### config.mk
export PLATFORM = sky130hd
export DESIGN_NAME = ram_blk_engine
export DESIGN_NICKNAME = d
export VERILOG_FILES = /design/src/rtl/ram_blk_pkg.sv /design/src/rtl/ram_blk_ctr.sv /design/src/rtl/ram_blk_engine.sv
export SDC_FILE = /design/constraint.sdc
export NUM_CORES = 1
export LEC_CHECK = 0
export ABC_AREA = 1
export BUFFER_PORTS_ARGS = -buffer_cell sky130_fd_sc_hd__buf_4
export CORE_ASPECT_RATIO = 0.6
export CORE_UTILIZATION = 54
export CTS_BUF_LIST = sky130_fd_sc_hd__clkbuf_8
export DETAILED_ROUTE_END_ITERATION = 8
export PLACE_DENSITY_LB_ADDON = 0.2
export SETUP_SLACK_MARGIN = 0.2
export SLEW_MARGIN = 25
export SYNTH_ARGS = -nofsm -noshare
export SYNTH_HDL_FRONTEND = slang
export SYNTH_SLANG_ARGS = --single-unit
### constraint.sdc
create_clock -name clk -period 1.65 [get_ports clk]
set_input_delay 0.33 -clock clk [delete_from_list [all_inputs] [get_ports clk]]
set_output_delay 0.33 -clock clk [all_outputs]
set_load 0.02 [all_outputs]
### src/rtl/ram_blk_pkg.sv
// Package: ram_blk_pkg
// Purpose: shared definitions for the RAM block engine: command op encodings,
//          FSM state type and default RAM/accumulator widths.
// Ports:   none (package).
// Config:  RAM_BLK_INCFILL_EN enables OP_FILL_INC in the engine; the encoding is
//          always defined here.
package ram_blk_pkg;

    localparam int unsigned AW_DEF = 12;
    localparam int unsigned DW_DEF = 8;
    localparam int unsigned SW_DEF = 16;

    localparam logic [1:0] OP_FILL     = 2'b00;
    localparam logic [1:0] OP_COPY     = 2'b01;
    localparam logic [1:0] OP_SUM      = 2'b10;
    localparam logic [1:0] OP_FILL_INC = 2'b11;

    typedef enum logic [2:0] {
        StIdle,
        StFill,
        StCpRd,
        StCpWr,
        StSum,
        StDone
    } state_t;

endpackage

### src/rtl/ram_blk_ctr.sv
// Module: ram_blk_ctr
// Purpose: loadable AW-bit wrapping address counter with a remaining-count
//          register. last is high while the current address is the final one.
// Ports:
//   clk, rst_n  clock, async active-low reset
//   load        load start address and length (length = count minus 1)
//   step        advance to the next address (wraps modulo 2**AW)
//   start, len  load values
//   addr        current address
//   addr_nxt    address after a step
//   last        remaining count is zero
// Config:  none.
module ram_blk_ctr
    import ram_blk_pkg::*;
#(
    parameter int unsigned AW = AW_DEF
) (
    input  logic          clk,
    input  logic          rst_n,
    input  logic          load,
    input  logic          step,
    input  logic [AW-1:0] start,
    input  logic [AW-1:0] len,
    output logic [AW-1:0] addr,
    output logic [AW-1:0] addr_nxt,
    output logic          last
);

    logic [AW-1:0] addr_q;
    logic [AW-1:0] rem_q;

    assign addr_nxt = addr_q + AW'(1);
    assign addr     = addr_q;
    assign last     = (rem_q == '0);

    always_ff @(posedge clk or negedge rst_n) begin
        if (!rst_n) begin
            addr_q <= '0;
            rem_q  <= '0;
        end else if (load) begin
            addr_q <= start;
            rem_q  <= len;
        end else if (step) begin
            addr_q <= addr_nxt;
            rem_q  <= rem_q - AW'(1);
        end
    end

endmodule

### src/rtl/ram_blk_engine.sv
// Module: ram_blk_engine
// Purpose: block-command initiator for a single-port RAM with synchronous write
//          and asynchronous read. Runs FILL, COPY and SUM one command at a time.
// Ports:
//   clk, rst_n                 clock, async active-low reset
//   cmd_valid/cmd_ready        command handshake (ready only when idle)
//   cmd_op/src/dst/len/data    command fields, latched at accept
//   busy, done, err, sum       status; done is a one-cycle pulse
//   ram_addr/din/we            registered RAM drive; ram_dout is sampled
// Config:  define RAM_BLK_INCFILL_EN to make op 11 an incrementing fill;
//          otherwise op 11 is rejected with err.
module ram_blk_engine
    import ram_blk_pkg::*;
#(
    parameter int unsigned AW = AW_DEF,
    parameter int unsigned DW = DW_DEF,
    parameter int unsigned SW = SW_DEF
) (
    input  logic          clk,
    input  logic          rst_n,
    input  logic          cmd_valid,
    output logic          cmd_ready,
    input  logic [1:0]    cmd_op,
    input  logic [AW-1:0] cmd_src,
    input  logic [AW-1:0] cmd_dst,
    input  logic [AW-1:0] cmd_len,
    input  logic [DW-1:0] cmd_data,
    output logic          busy,
    output logic          done,
    output logic          err,
    output logic [SW-1:0] sum,
    output logic [AW-1:0] ram_addr,
    output logic [DW-1:0] ram_din,
    output logic          ram_we,
    input  logic [DW-1:0] ram_dout
);

    state_t        state_q, state_d;
    logic [AW-1:0] ram_addr_q, ram_addr_d;
    logic [DW-1:0] ram_din_q, ram_din_d;
    logic          ram_we_q, ram_we_d;
    logic [SW-1:0] sum_q, sum_d;
    logic          err_q, err_d;
`ifdef RAM_BLK_INCFILL_EN
    logic          inc_q, inc_d;
`endif

    logic          accept;
    logic          src_step, dst_step;
    logic [AW-1:0] src_addr, src_nxt, dst_addr, dst_nxt;
    logic          src_last, dst_last;

    assign accept = cmd_valid && (state_q == StIdle);

    ram_blk_ctr #(.AW(AW)) u_src_ctr (
        .clk      (clk),
        .rst_n    (rst_n),
        .load     (accept),
        .step     (src_step),
        .start    (cmd_src),
        .len      (cmd_len),
        .addr     (src_addr),
        .addr_nxt (src_nxt),
        .last     (src_last)
    );

    ram_blk_ctr #(.AW(AW)) u_dst_ctr (
        .clk      (clk),
        .rst_n    (rst_n),
        .load     (accept),
        .step     (dst_step),
        .start    (cmd_dst),
        .len      (cmd_len),
        .addr     (dst_addr),
        .addr_nxt (dst_nxt),
        .last     (dst_last)
    );

    // RAM pins are registered, so each state computes the access for the next cycle.
    always_comb begin
        state_d    = state_q;
        ram_addr_d = ram_addr_q;
        ram_din_d  = ram_din_q;
        ram_we_d   = 1'b0;
        sum_d      = sum_q;
        err_d      = err_q;
        src_step   = 1'b0;
        dst_step   = 1'b0;
`ifdef RAM_BLK_INCFILL_EN
        inc_d      = inc_q;
`endif
        unique case (state_q)
            StIdle: begin
                if (cmd_valid) begin
                    err_d = 1'b0;
                    sum_d = '0;
                    case (cmd_op)
                        OP_FILL: begin
                            state_d    = StFill;
                            ram_addr_d = cmd_dst;
                            ram_din_d  = cmd_data;
                            ram_we_d   = 1'b1;
`ifdef RAM_BLK_INCFILL_EN
                            inc_d      = 1'b0;
`endif
                        end
`ifdef RAM_BLK_INCFILL_EN
                        OP_FILL_INC: begin
                            state_d    = StFill;
                            ram_addr_d = cmd_dst;
                            ram_din_d  = cmd_data;
                            ram_we_d   = 1'b1;
                            inc_d      = 1'b1;
                        end
`endif
                        OP_COPY: begin
                            state_d    = StCpRd;
                            ram_addr_d = cmd_src;
                        end
                        OP_SUM: begin
                            state_d    = StSum;
                            ram_addr_d = cmd_src;
                        end
                        default: begin
                            // Rejected op: no RAM access and the previous sum survives.
                            state_d = StDone;
                            err_d   = 1'b1;
                            sum_d   = sum_q;
                        end
                    endcase
                end
            end
            StFill: begin
                if (dst_last) begin
                    state_d = StDone;
                end else begin
                    dst_step   = 1'b1;
                    ram_addr_d = dst_nxt;
                    ram_we_d   = 1'b1;
`ifdef RAM_BLK_INCFILL_EN
                    if (inc_q) begin
                        ram_din_d = ram_din_q + DW'(1);
                    end
`endif
                end
            end
            StCpRd: begin
                // The write-data register doubles as the capture register for the byte read.
                state_d    = StCpWr;
                ram_addr_d = dst_addr;
                ram_din_d  = ram_dout;
                ram_we_d   = 1'b1;
                src_step   = 1'b1;
            end
            StCpWr: begin
                if (dst_last) begin
                    state_d = StDone;
                end else begin
                    state_d    = StCpRd;
                    ram_addr_d = src_addr;
                    dst_step   = 1'b1;
                end
            end
            StSum: begin
                sum_d = sum_q + SW'(ram_dout);
                if (src_last) begin
                    state_d = StDone;
                end else begin
                    src_step   = 1'b1;
                    ram_addr_d = src_nxt;
                end
            end
            StDone: begin
                state_d = StIdle;
            end
            default: begin
                state_d = StIdle;
            end
        endcase
    end

    always_ff @(posedge clk or negedge rst_n) begin
        if (!rst_n) begin
            state_q    <= StIdle;
            ram_addr_q <= '0;
            ram_din_q  <= '0;
            ram_we_q   <= 1'b0;
            sum_q      <= '0;
            err_q      <= 1'b0;
`ifdef RAM_BLK_INCFILL_EN
            inc_q      <= 1'b0;
`endif
        end else begin
            state_q    <= state_d;
            ram_addr_q <= ram_addr_d;
            ram_din_q  <= ram_din_d;
            ram_we_q   <= ram_we_d;
            sum_q      <= sum_d;
            err_q      <= err_d;
`ifdef RAM_BLK_INCFILL_EN
            inc_q      <= inc_d;
`endif
        end
    end

    assign cmd_ready = (state_q == StIdle);
    assign busy      = (state_q == StFill) || (state_q == StCpRd) ||
                       (state_q == StCpWr) || (state_q == StSum);
    assign done      = (state_q == StDone);
    assign err       = err_q;
    assign sum       = sum_q;
    assign ram_addr  = ram_addr_q;
    assign ram_din   = ram_din_q;
    assign ram_we    = ram_we_q;

endmodule
==> results of run 1 <==
## logic make-up after synthesis
logic type | count (synthesis)
AND/OR/NAND/NOR | 535
AO/OA/AOI/OAI | 130
buffers and inverters | 127
flip-flops | 89
adder cells (fa/ha/maj) | 19
XOR/XNOR | 7
## metrics by stage
step           utilization, %  area, um^2
2_1_floorplan               -        6380
3_3_place_gp             71.0        7700
3_5_place_dp             71.0        7700
4_1_cts                  90.3        9790
## repair_timing
item	4_1_cts
endpoints found under the setup margin	89
hold endpoints to repair	26
pin swaps	83
gates cloned	17
buffers inserted	58
gates resized for setup	283
hold buffers	1
==> out/results.txt, run 1 <==
The tools report the halt point of the flow as 5_1_grt. Counting tap cells, the placed design contains a total of 1186 instances. In this run, synthesis inferred 0 flip-flops with an integrated enable. The most numerous cell in the Yosys netlist was sky130_fd_sc_hd__nand2_1. During placement, the flow inserted port buffers numbering 97. Sequential cells were found to cover 36.0% of the synthesized design area. After synthesis, the cell types taking the most area are sky130_fd_sc_hd__dfrtp_1 (36%), sky130_fd_sc_hd__nand2_1 (17%), sky130_fd_sc_hd__nand3_1 (9.2%). The number of cells produced by synthesis came out at 907. Fraction of synthesis flops using an asynchronous set or reset pin: 100%. In this run the vertical extent of the chip is 84.9 um. By area, the combinational part of the netlist is dominated by simple AND/OR/NAND/NOR gates. The placed wire-length estimate was 15.3 mm; the share of cell area taken by muxes after synthesis was 0%.

The simple-gate area share of the yosys netlist was 37.2%; the area of the mapped netlist was 6180 um^2. The flow did not finish. Entering global routing, the biggest net connects 32 pins. The first error in the log reads "[ERROR DPL-0038] Utilization greater than 100%, impossible to legalize". Summing the areas of all compound-gate instances in the mapped netlist gives 13.0% of the synthesized area. The classification of the worst endpoint is a register input. When the global-route repair_timing finished, the worst setup path ended at sum[12]$_DFFE_PN0P_/D. The number of nets handed over by synthesis was 983. The initial utilization of the core area, before any placement, comes to 57.0%. The most area-hungry cell type in the Yosys netlist is sky130_fd_sc_hd__dfrtp_1.

The tree built by TritonCTS fans out to 89 sinks. The synthesized netlist contains 42 unique library cells. The number of top-level pins is 98, and the share of the synthesized netlist area taken by xor and xnor gates is 0.992%. By count the netlist is led by sky130_fd_sc_hd__nand2_1 (285), sky130_fd_sc_hd__nand3_1 (114), sky130_fd_sc_hd__inv_1 (90). Yosys printed 0 warnings.

From left edge to right edge, the die measures 140 um. Row generation in the floorplan step produced 29 rows. The congestion estimate from routability-driven global placement came to 1.03. The count of state elements after synthesis works out to 89. In this run the clock root is driven by a sky130_fd_sc_hd__clkbuf_8.

The maximum level of the CTS H-tree was 3; the average footprint of a synthesized cell was 6.81 um^2. The longest clock path from root to sink contains 2 buffers. For the number of buffers created by CTS, the log shows 9.

The fraction of the mapped netlist area in adder cells is 3.97%, and the area share of the largest cell type after synthesis is 36.0%. At the placement stage, the worst setup path has a slack of -0.0705 ns. The most used flip-flop cell after synthesis is sky130_fd_sc_hd__dfrtp_1.
==> inputs of run 2 (changes only) <==
--- a/config.mk
+++ b/config.mk
@@ -7,12 +7,9 @@
 export LEC_CHECK = 0
 export ABC_AREA = 1
 export BUFFER_PORTS_ARGS = -buffer_cell sky130_fd_sc_hd__buf_4
-export CORE_ASPECT_RATIO = 0.6
-export CORE_UTILIZATION = 54
-export CTS_BUF_LIST = sky130_fd_sc_hd__clkbuf_8
+export CORE_UTILIZATION = 40
 export DETAILED_ROUTE_END_ITERATION = 8
-export PLACE_DENSITY_LB_ADDON = 0.2
-export SETUP_SLACK_MARGIN = 0.2
+export PLACE_DENSITY_LB_ADDON = 0.15
 export SLEW_MARGIN = 25
 export SYNTH_ARGS = -nofsm -noshare
 export SYNTH_HDL_FRONTEND = slang
==> constraint.sdc (replaced) <==
create_clock -name clk -period 2.1 [get_ports clk]
set_input_delay 0.42 -clock clk [delete_from_list [all_inputs] [get_ports clk]]
set_output_delay 0.42 -clock clk [all_outputs]
set_load 0.02 [all_outputs]
==> out/results.txt, run 2 <==
The most area-hungry cell type in the Yosys netlist is sky130_fd_sc_hd__dfrtp_1. The commonest cells after synthesis are sky130_fd_sc_hd__nand2_1 (285), sky130_fd_sc_hd__nand3_1 (114), sky130_fd_sc_hd__inv_1 (90). The number of distinct standard cells referenced by the synthesized netlist was 42 (unchanged); the average footprint of a synthesized cell was 6.81 um^2 (unchanged). The most numerous cell in the Yosys netlist was sky130_fd_sc_hd__nand2_1.

For the count of final max-slew check failures, the log shows 0. The area added between synthesis and finish was 20.6%. The startpoint identified for the worst register-to-register timing path is u_dst_ctr.rem_q[1]$_DFFE_PN0P_. The core region area is 15100 um^2. Number of antenna diodes: 0. Leading cell type in the layout, fill and taps excluded: sky130_fd_sc_hd__nand2_1. After synthesis, the largest family of logic cells by area is simple AND/OR/NAND/NOR gates. The logs give 0.874 (-15%) for the final weighted congestion in routability-driven placement and 6 for the total iterations of the first detailed-routing run.

The simple-gate area share of the yosys netlist was 37.2% (unchanged). The register with the most flip-flops in the layout has 16 of them. Entering global routing, the biggest net connects 53 pins. The initial core utilization was 40.8% (-16 points); the tightest slew margin relative to the limit was 70.9%. The area of the mapped netlist is 6180 um^2 (unchanged). Sort of element at the end of the critical path: a primary output. For the worst flop-to-flop path, the logic depth is 10.

For the worst-case register-to-register setup slack, the log shows 0.25 ns. Summed over all layers, the routed wires come to 18.6 mm. The post-detailed-placement cell area was 7130 um^2 (-7.4%); the die height was 126 um (+49%). Of all nets on the critical path, the largest fanout is 13. The number of endpoints with negative hold slack in the final report is 0.

Based on the critical path, the design can be clocked at up to 0.497 GHz. The fraction of synthesis flops using an asynchronous set or reset pin was 100% (unchanged); the shortest clock period the worst path allows after layout was 2.01 ns. The clock tree skew after final layout was 0.0119 ns; the number of buffers added on ports was 97 (unchanged). The die area was 16000 um^2; the placed wire-length estimate was 14.1 mm (-8.2%). The share of cell area taken by muxes after synthesis is 0% (unchanged).

The number of cells produced by synthesis was 907 (unchanged); the final net count was 1083. Part of the Yosys area used for sequential elements: 36.0% (unchanged). The layout cell share with drive strength beyond 1 is 17.0%.

TritonCTS built the clock tree. The cell area power density was 1540 nW/um^2; the max-cap violation count was 0. In the global route stage, overall resource usage came out at 24.3%. The tools report the post-route cell area as 7460 um^2. The share of the synthesized netlist area taken by xor and xnor gates was 0.992% (unchanged); the area share of the largest cell type after synthesis was 36.0% (unchanged).

The first global-routing pass estimated 30.2 mm of wire. Summed over all layers, the global routing overflow is 0. For the maximum count of clock buffers along a single path, the log shows 2 (unchanged).

The end of the critical path was busy. The number of placement rows was 45 (+55%); the transition time at the pin with the least slew margin was 0.432 ns. The logs give 0 for the count of endpoints failing setup in the final report and 1560 for the final-layout fill cell count. The worst setup path is launched from a flip-flop. Leading register cell type out of synthesis: sky130_fd_sc_hd__dfrtp_1.

The run gives 0 (-100%) as the post-CTS setup-driven buffer insertion count. The tools report the buffer type at the clock tree root as sky130_fd_sc_hd__clkbuf_16. The most critical setup path has its startpoint at state_q[0]$_DFFE_PN0P_.

The number of enable-type register cells in the synthesized netlist was 0 (unchanged). The library cells used most frequently in the layout, excluding fill and tap cells, are sky130_fd_sc_hd__nand2_1 (284), sky130_fd_sc_hd__buf_4 (117), sky130_fd_sc_hd__nand3_1 (114). The analysis attributes to cell leakage a power of 3.79 nW.

The clock transition time at the flip-flop clock pins of the worst setup and hold paths is 0.07 ns, and the number of sinks driven by the clock tree is 89 (unchanged). Count of state elements after synthesis: 89 (unchanged). Ranked by total cell area, the synthesized netlist is headed by sky130_fd_sc_hd__dfrtp_1 (36%), sky130_fd_sc_hd__nand2_1 (17%), sky130_fd_sc_hd__nand3_1 (9.2%). The final route contains 6214 vias. Number of top-level pins: 98 (unchanged).

For the remaining routing DRC violations, the log shows 0. The maximum level of the CTS H-tree came out at 3 (unchanged). After detailed routing, the average wire length per cell comes to 15.5 um.

The tools report the terminus of the critical flop-to-flop path as state_q[2]$_DFFE_PN0P_. The iteration-0 DRC count of the detailed router is 486. The flow ran to the end, and the final reports show no timing, DRC or antenna violations. The initial antenna violation count was 0; the fraction of the mapped netlist area in adder cells was 3.97% (unchanged). The logs give 9 (unchanged) for the number of buffers created by CTS and 565 uV for the worst vdd rail ir drop. The worst min-delay path class was input pin to flip-flop. Number of global-route vias before repair: 5755. Number of nets produced by synthesis: 983 (unchanged). The worst setup path is of the flip-flop to primary output kind. The synthesized-area fraction occupied by ao, oa, aoi and oai cells is 13.0% (unchanged), and the final sum of negative setup slack is 0 ns. Clock latency on the worst-skew pair, taken at its later pin, is 0.36 ns. The routed via count divided by cell count was 5.18. The horizontal die dimension was 126 um (-9.9%).

The signal arrival time at the worst endpoint is 1.59 ns, and the portion of the clock cycle consumed by the worst path in the final layout is 95.8%. Once detail routing completed, the nets flagged for antenna violations numbered 0. At the worst endpoint, the required time is 1.68 ns. Setup repair after global routing left no endpoint under its margin.

The number of warnings printed during yosys synthesis was 0 (unchanged).
## run 2: cell counts after synthesis
Identical to the previous run, type by type.
## run 2: layout make-up
type / count / area (um^2) / share of cell area [%]
Clock buffer: 10 / 229 / 3.07
Clock inverter: 5 / 81.3 / 1.09
Inverter: 97 / 367 / 4.92
Multi-Input combinational cell: 691 / 3410 / 45.7
Sequential cell: 89 / 2230 / 29.9
Tap cell: 188 / 235 / 3.15
Timing Repair Buffer: 119 / 908 / 12.2
## run 2: worst min path at each step
stage,cells after the start,slack [ns],endpoint,startpoint
6_report,3,0.29,u_src_ctr.addr[7]$_DFFE_PN0P_,cmd_src[7]
5_1_grt,3,0.29,u_src_ctr.addr[7]$_DFFE_PN0P_,cmd_src[7]
4_1_cts,3,0.28,u_src_ctr.addr[7]$_DFFE_PN0P_,cmd_src[7]
3_5_place_dp,1,0.29,sum[7]$_DFFE_PN0P_,rst_n
3_3_place_gp,1,0.29,sum[9]$_DFFE_PN0P_,rst_n
2_1_floorplan,0,0.12,err$_DFFE_PN0P_,rst_n
## run 2: cells by family after synthesis
kind of cell	after synthesis
xor+xnor	7
flops	89
buf+inv	127
simple gates	535
fa+ha+maj	19
compound gates	130
## run 2: what timing repair did
item / 4_1_cts / 5_1_grt
gates resized for setup: 0 / 1
setup endpoints to repair: 0 / 1
hold buffers: 1 / 0
hold endpoints to repair: 12 / 0
## run 2: metal layers
layer / global-route usage [%] / part of all wire (%)
met4: 4.96 / 1.0
met2: 38.1 / 45
met1: 35.2 / 48
met3: 4.13 / 5.4
met5: 0 / 0
## run 2: metrics by stage
step                std cells  utilization, %  worst slack (ns)  power, mW  hold slack, ns
detailed placement       1183            47.1             0.127       9.74           0.294
finish                   1199            49.2            0.0872       11.5           0.286
global route             1199            49.2            0.0176       12.5           0.290
global placement         1183            47.1             0.198       9.71           0.293
CTS                      1199            49.2            0.0864       11.5           0.278
floorplan                 907               -             0.305       7.77           0.124
## run 2: critical path, stage by stage, from the launching register on
cell	delay, ns
sky130_fd_sc_hd__dfrtp_1	0.45
sky130_fd_sc_hd__nor2_2	0.14
sky130_fd_sc_hd__nand2_1	0.14
sky130_fd_sc_hd__nand2_2	0.29
sky130_fd_sc_hd__buf_4	0.20
## run 2: power by group
part	total, mW	switching [mW]	internal [mW]
combinational	6.51	4.17	2.35
sequential	3.24	0.721	2.52
clock	1.75	0.711	1.04
Note: power is estimated with default switching activity, not from simulation.
